[config.mk]
export PLATFORM = sky130hd
export DESIGN_NAME = multicycle_control
export DESIGN_NICKNAME = d
export VERILOG_FILES = /design/src/rtl/multicycle_ctrl_pkg.sv /design/src/rtl/multicycle_control_decode.sv /design/src/rtl/multicycle_control.sv
export SDC_FILE = /design/constraint.sdc
export NUM_CORES = 1
export LEC_CHECK = 0
export ABC_AREA = 1
export CORE_MARGIN = 5
export CORE_UTILIZATION = 42
export CTS_BUF_LIST = sky130_fd_sc_hd__clkbuf_4 sky130_fd_sc_hd__clkbuf_8
export DETAILED_ROUTE_END_ITERATION = 7
export GPL_TIMING_DRIVEN = 0
export PLACE_DENSITY_LB_ADDON = 0.25
export SYNTH_ARGS = -nofsm -noshare
export SYNTH_HDL_FRONTEND = slang
export SYNTH_SLANG_ARGS = --single-unit
[constraint.sdc]
create_clock -name clk -period 1.6 [get_ports clk]
set_input_delay 0.48 -clock clk [delete_from_list [all_inputs] [get_ports clk]]
set_output_delay 0.48 -clock clk [all_outputs]
set_load 0.02 [all_outputs]
[src/rtl/multicycle_ctrl_pkg.sv]
// Shared encodings for the multi-cycle control unit: FSM states, opcode
// classes, opcode constants, pc_sel codes, ALU codes and trap causes.
package multicycle_ctrl_pkg;

    typedef enum logic [2:0] {
        S_FETCH,
        S_DECODE,
        S_EXEC,
        S_MEM,
        S_WB,
        S_TRAP,
        S_HALT
    } state_e;

    typedef enum logic [3:0] {
        CLS_RALU,
        CLS_IALU,
        CLS_LW,
        CLS_SW,
        CLS_BR,
        CLS_J,
        CLS_NOP,
        CLS_HALT,
        CLS_ILL
    } op_class_e;

    localparam logic [4:0] OP_LW   = 5'h18;
    localparam logic [4:0] OP_SW   = 5'h19;
    localparam logic [4:0] OP_BEQ  = 5'h1A;
    localparam logic [4:0] OP_BNE  = 5'h1B;
    localparam logic [4:0] OP_J    = 5'h1C;
    localparam logic [4:0] OP_ILL  = 5'h1D;
    localparam logic [4:0] OP_NOP  = 5'h1E;
    localparam logic [4:0] OP_HALT = 5'h1F;

    localparam logic [3:0] ALU_ADD = 4'h0;
    localparam logic [3:0] ALU_SUB = 4'h1;

    localparam logic [2:0] PCSEL_INC    = 3'd0;
    localparam logic [2:0] PCSEL_BRANCH = 3'd1;
    localparam logic [2:0] PCSEL_JUMP   = 3'd2;
    localparam logic [2:0] PCSEL_TRAP   = 3'd4;

    localparam logic [1:0] TRAP_NONE    = 2'd0;
    localparam logic [1:0] TRAP_ILLEGAL = 2'd1;
    localparam logic [1:0] TRAP_BUS     = 2'd2;

endpackage

[src/rtl/multicycle_control_decode.sv]
// Combinational opcode classifier. Any set bit above op[4] makes the
// opcode illegal, as does the reserved code 1D.
module op_class_decode
    import multicycle_ctrl_pkg::*;
#(
    parameter int OP_W = 5
) (
    input  logic [OP_W-1:0] op,
    output op_class_e       op_class
);

    logic       upper_nz;
    logic [4:0] op5;

    // Map the opcode onto its instruction class.
    always_comb begin
        // NOTE: every output of a combinational block gets a default first so no path can infer a latch.
        op_class = CLS_ILL;
        upper_nz = |(op & ~OP_W'(5'h1F));
        op5      = op[4:0];
        if (upper_nz) begin
            op_class = CLS_ILL;
        end else if (!op5[4]) begin
            op_class = CLS_RALU;
        end else if (!op5[3]) begin
            op_class = CLS_IALU;
        end else begin
            unique case (op5)
                OP_LW:           op_class = CLS_LW;
                OP_SW:           op_class = CLS_SW;
                OP_BEQ, OP_BNE:  op_class = CLS_BR;
                OP_J:            op_class = CLS_J;
                OP_NOP:          op_class = CLS_NOP;
                OP_HALT:         op_class = CLS_HALT;
                default:         op_class = CLS_ILL;
            endcase
        end
    end

endmodule

[src/rtl/multicycle_control.sv]
// Multi-cycle control unit: sequences FETCH/DECODE/EXEC/MEM/WB, with a
// bus-timeout trap in FETCH/MEM, an illegal-opcode trap and a HALT state.
// Strobes are decoded from the registered state plus the latched opcode.
module multicycle_control
    import multicycle_ctrl_pkg::*;
#(
    parameter int OP_W      = 5,
    parameter int ALUC_W    = 4,
    parameter int PCSEL_W   = 3,
    parameter int USE_READY = 1,
    parameter int TIMEOUT   = 15
) (
    input  logic               clk,
    input  logic               rst_n,
    input  logic [OP_W-1:0]    op,
    input  logic               alu_zero,
    input  logic               mem_ready,
    output logic [PCSEL_W-1:0] pc_sel,
    output logic               pc_write,
    output logic               ir_write,
    output logic               iord,
    output logic               mem_read,
    output logic               mem_write,
    output logic               mem_to_reg,
    output logic               alu_src,
    output logic               reg_write,
    output logic [ALUC_W-1:0]  alu_ctrl,
    output logic               halted,
    output logic [1:0]         trap_cause
);

    state_e          state_q;
    logic [7:0]      wait_q;
    logic [OP_W-1:0] op_q;
    logic [1:0]      trap_cause_q;
    op_class_e       live_cls;
    op_class_e       op_cls;
    logic            ready_eff;
    logic            timed_out;
    logic            br_taken;

    op_class_decode #(.OP_W(OP_W)) u_dec_live (.op(op),   .op_class(live_cls));
    op_class_decode #(.OP_W(OP_W)) u_dec_q    (.op(op_q), .op_class(op_cls));

    assign ready_eff  = (USE_READY != 0) ? mem_ready : 1'b1;
    assign timed_out  = !ready_eff && (wait_q == 8'(TIMEOUT));
    assign br_taken   = (op_q[4:0] == OP_BNE) ? !alu_zero : alu_zero;
    assign trap_cause = trap_cause_q;

    // State register, opcode latch, wait counter and sticky trap cause.
    always_ff @(posedge clk or negedge rst_n) begin
        if (!rst_n) begin
            state_q      <= S_FETCH;
            wait_q       <= '0;
            op_q         <= '0;
            trap_cause_q <= TRAP_NONE;
        end else begin
            // NOTE: sequential state uses non-blocking assignments so every register samples pre-edge values.
            wait_q <= '0;
            unique case (state_q)
                S_FETCH: begin
                    if (ready_eff) begin
                        state_q <= S_DECODE;
                    end else if (timed_out) begin
                        state_q      <= S_TRAP;
                        trap_cause_q <= TRAP_BUS;
                    end else begin
                        wait_q <= wait_q + 8'd1;
                    end
                end
                S_DECODE: begin
                    op_q <= op;
                    unique case (live_cls)
                        CLS_NOP:  state_q <= S_FETCH;
                        CLS_HALT: state_q <= S_HALT;
                        CLS_ILL: begin
                            state_q      <= S_TRAP;
                            trap_cause_q <= TRAP_ILLEGAL;
                        end
                        default:  state_q <= S_EXEC;
                    endcase
                end
                S_EXEC: begin
                    unique case (op_cls)
                        CLS_RALU, CLS_IALU: state_q <= S_WB;
                        CLS_LW, CLS_SW:     state_q <= S_MEM;
                        default:            state_q <= S_FETCH;
                    endcase
                end
                S_MEM: begin
                    if (ready_eff) begin
                        state_q <= (op_cls == CLS_LW) ? S_WB : S_FETCH;
                    end else if (timed_out) begin
                        state_q      <= S_TRAP;
                        trap_cause_q <= TRAP_BUS;
                    end else begin
                        wait_q <= wait_q + 8'd1;
                    end
                end
                S_WB:    state_q <= S_FETCH;
                S_TRAP:  state_q <= S_FETCH;
                S_HALT:  state_q <= S_HALT;
                default: state_q <= S_FETCH;
            endcase
        end
    end

    // Datapath strobes decoded from state, latched opcode and live handshakes.
    always_comb begin
        pc_sel     = '0;
        pc_write   = 1'b0;
        ir_write   = 1'b0;
        iord       = 1'b0;
        mem_read   = 1'b0;
        mem_write  = 1'b0;
        mem_to_reg = 1'b0;
        alu_src    = 1'b0;
        reg_write  = 1'b0;
        alu_ctrl   = '0;
        halted     = 1'b0;
        // NOTE: rst_n gates the decode directly so strobes drop the instant reset asserts, not at the next edge.
        if (rst_n) begin
            unique case (state_q)
                S_FETCH: begin
                    mem_read = 1'b1;
                    if (ready_eff) begin
                        ir_write = 1'b1;
                        pc_write = 1'b1;
                        pc_sel   = PCSEL_W'(PCSEL_INC);
                    end
                end
                S_EXEC: begin
                    unique case (op_cls)
                        CLS_RALU: alu_ctrl = ALUC_W'(op_q[3:0]);
                        CLS_IALU: begin
                            alu_ctrl = ALUC_W'({1'b0, op_q[2:0]});
                            alu_src  = 1'b1;
                        end
                        CLS_LW, CLS_SW: begin
                            alu_ctrl = ALUC_W'(ALU_ADD);
                            alu_src  = 1'b1;
                        end
                        CLS_BR: begin
                            alu_ctrl = ALUC_W'(ALU_SUB);
                            pc_write = br_taken;
                            pc_sel   = br_taken ? PCSEL_W'(PCSEL_BRANCH) : '0;
                        end
                        CLS_J: begin
                            pc_write = 1'b1;
                            pc_sel   = PCSEL_W'(PCSEL_JUMP);
                        end
                        default: ;
                    endcase
                end
                S_MEM: begin
                    iord      = 1'b1;
                    mem_read  = (op_cls == CLS_LW);
                    mem_write = (op_cls == CLS_SW);
                end
                S_WB: begin
                    reg_write  = 1'b1;
                    mem_to_reg = (op_cls == CLS_LW);
                end
                S_TRAP: begin
                    pc_write = 1'b1;
                    pc_sel   = PCSEL_W'(PCSEL_TRAP);
                end
                S_HALT:  halted = 1'b1;
                default: ;
            endcase
        end
    end

endmodule

==> flow_summary.json <==
{
  "path_cells": "buf_12, nor2_4, inv_4, nor2_2, nor2_1, nand3_1, nand2_1, inv_2, buf_4",
  "clk_path_buf_depth": 2,
  "status": "finished, violations left",
  "synth_fp_nets": 201,
  "synth.area.top_cells": "dfrtp_1, nand2_1, nor2_1",
  "vdd_ir_drop_max_mv": 0.949,
  "avgSynthCellArea_um2": 7.07,
  "async_flop_share_pct": 100,
  "ys_warn_count": 0,
  "slowest_delay_ps": 460,
  "syn_inst": 191,
  "max-slew-margin-rel_pct": 44.0,
  "cp-end-kind": "output pin",
  "grt_pass1_wl_mm": 6.20,
  "worst_pin_slew_ps": 841,
  "setup_violations": 16,
  "ys_seq_elements": 18,
  "synth_ff_type": "dfrtp_1",
  "drive_gt1_share_pct": 49.4,
  "utilization_pct": 74.1,
  "slowest_stage": "dfrtp_2",
  "gp_congestion": 0.864,
  "seqPwrFrac_pct": 25.1,
  "worst_ep_required_time_ps": 1120,
  "drt_iter0_drc": 97,
  "antenna_found_initial": 0,
  "fmax_mhz": 466,
  "io_pins": 27,
  "intPower_mw": 1.73,
  "htree_levels": 1,
  "num_vias": 1542,
  "grt_pass1_vias": 1391,
  "hold_viol": 0,
  "p_clk_share_pct": 8.6,
  "p_comb_share_pct": 66.3,
  "synth_edf_count": 0,
  "port_buffers": 26,
  "coreArea_um2": 3080,
  "die_x_um": 66.7,
  "cp_max_fo": 4,
  "start_kind": "flip-flop",
  "clk_pin_slew_ps": 110,
  "drt_wl_total_mm": 4.03,
  "drc": 0,
  "slew_violations": 0,
  "crit_cells": 9,
  "yosysTopAreaCellShare_pct": 33.4,
  "violations": "setup timing",
  "num_rows": 20,
  "synth_area_leader_cell": "dfrtp_1",
  "p_per_area_nw_per_um2": 1460,
  "whs_ps": 463,
  "initial_utilization_pct": 43.9,
  "cts.sinks": 18,
  "min_path_cells": 1,
  "crit_family": "simple AND/OR/NAND/NOR gates",
  "post_synth_num_cell_types": 29,
  "critPathBufInv": 4,
  "ys_seq_area_share_pct": 33.4,
  "min_period_over_period_pct": 134,
  "fin_crit_ps": 2150,
  "grt_max_degree": 19,
  "cts_tree": "done",
  "reg2regPathDepth": 9,
  "hold_class": "flip-flop to flip-flop",
  "vias_per_cell": 5.19,
  "rsz0062_at_grt": "yes",
  "die_area_um2": 4450,
  "grt_usage_pct": 18.2,
  "worstSetupPathType": "flip-flop to output pin",
  "avgRoutedWirePerCell_um": 13.6,
  "syn_area_um2": 1350,
  "swShare_pct": 47.8,
  "worstSkewPairLatency_ps": 300,
  "drv_cap": 0,
  "post-dp-hpwl_mm": 2.49,
  "clockRootBuffer": "clkbuf_4",
  "cp.arrival_ps": 1670,
  "syn_to_final_growth_pct": 69.0,
  "fp.dieH_um": 66.7,
  "overflow": 0,
  "n_fill_cell": 224,
  "p_leak_nw": 1.06,
  "diodes": 0,
  "skew_ps": 9.02,
  "drt_pre_antenna_iters": 4,
  "power_mw": 3.32,
  "layout_setup_ws_ps": -546,
  "final_nets": 264,
  "cts_inserted_buffers": 3,
  "antenna_left": 0,
  "power_switching_mw": 1.59
}
routing by layer:
layer	GRT usage [%]	wire length, um
met4	4.31	79
met1	24.2	1730
met3	2.36	218
met5	0	0
met2	31.2	2000
cells in the mapped netlist (2+ instances only):
| cell | instances |
|---|---|
| nor3b_2 | 2 |
| nand2_4 | 2 |
| inv_2 | 7 |
| nand3_4 | 2 |
| nand3_1 | 13 |
| nand2_1 | 41 |
| dfrtp_1 | 18 |
| nand2_2 | 3 |
| nor3_2 | 4 |
| a21oi_1 | 4 |
| nand4_1 | 13 |
| nor3_1 | 4 |
| o21ai_0 | 5 |
| inv_1 | 23 |
| a31oi_1 | 2 |
| xor2_1 | 2 |
| nor2_1 | 28 |
| nand3_2 | 3 |
| nor2_2 | 5 |
state kept, by name, summed over array words and instances (netlist names):
name        flops
trap_cause      2
wait_q          8
op_q            5
state_q         3
path summary, 6_finish.rpt:
path / startpoint / end / slack [ps]
max: state_q[2] / pc_write / -550
min: wait_q[0] / wait_q[0] / 460
max reg2reg: state_q[0] / wait_q[2] / 90
min reg2reg: wait_q[0] / wait_q[0] / 460
max in group asynchronous: rst_n / op_q[0] / 550
min in group asynchronous: rst_n / trap_cause[1] / 470
stage by stage:
stage | TNS (ps) | instances | setup slack (ps) | instance area, um2
3_3_place_gp | -29730 | 261 | -2010 | 1740
2_1_floorplan | -298 | 191 | -57.1 | 1420
4_1_cts | -5140 | 288 | -481 | 2090
5_1_grt | -6810 | 297 | -624 | 2280
6_report | -5890 | 297 | -546 | 2280
3_5_place_dp | -31190 | 261 | -2050 | 1740
cell families (layout without fill, tap and decap cells):
| logic type | after synthesis | after routing | synth area share, % |
|---|---|---|---|
| adders and majority gates | 1 | 1 | 0.927 |
| buffers and inverters | 32 | 94 | 9.36 |
| AOI/OAI and AO/OA | 13 | 13 | 5.47 |
| xor gates and xnor gates | 3 | 3 | 1.95 |
| DFF | 18 | 18 | 33.4 |
| and+or+nand+nor | 124 | 124 | 48.9 |
power by group through the flow:
stage | combinational [mW] | sequential (mW) | clock, mW
after CTS | 1.88 | 0.795 | 0.290
after global routing | 2.38 | 0.856 | 0.304
after floorplan | 0.967 | 0.776 | 0
after global placement | 1.30 | 0.781 | 0
after detailed placement | 1.33 | 0.782 | 0
final | 2.20 | 0.833 | 0.285
placed cells by master (no fill, tap or decap), types with 3 or more instances in the layout:
cell              n
nand2_1          35
nand3_1          11
buf_4            27
nand2_2           5
o21ai_0           5
buf_6            19
nand4_1          13
nor2_2            4
nor2_1           17
nand3_2           3
inv_2             8
clkdlybuf4s50_1   7
dfrtp_2           7
inv_1            15
nor3_4            4
nand3_4           4
nor2_4           13
inv_4             6
clkbuf_4          3
dfrtp_1          11
nand2_4           4
worst register-to-register path, delay by kind of cell (launching register included):
family,cells,cell delay (ps)
buf+inv,4,410
simple gates,5,610
flops,1,440
area by class of cell:
| class | count | area, um2 | share of cell area [%] |
|---|---|---|---|
| Multi-Input combinational cell | 141 | 1010 | 44.1 |
| Sequential cell | 18 | 459 | 20.1 |
| Clock buffer | 4 | 36.3 | 1.59 |
| Buffer | 1 | 11.3 | 0.494 |
| Tap cell | 44 | 55.1 | 2.41 |
| Timing Repair Buffer | 58 | 573 | 25.1 |
| Inverter | 31 | 140 | 6.14 |
repair_timing:
action	in CTS	in global routing
setup endpoints to repair	18	27
pin swaps	10	17
resized for setup	134	37
setup buffers	22	10
hold buffers	1	0
gates cloned	0	0
endpoints found under the hold margin	18	0
Note: power is estimated with default switching activity, not from simulation.
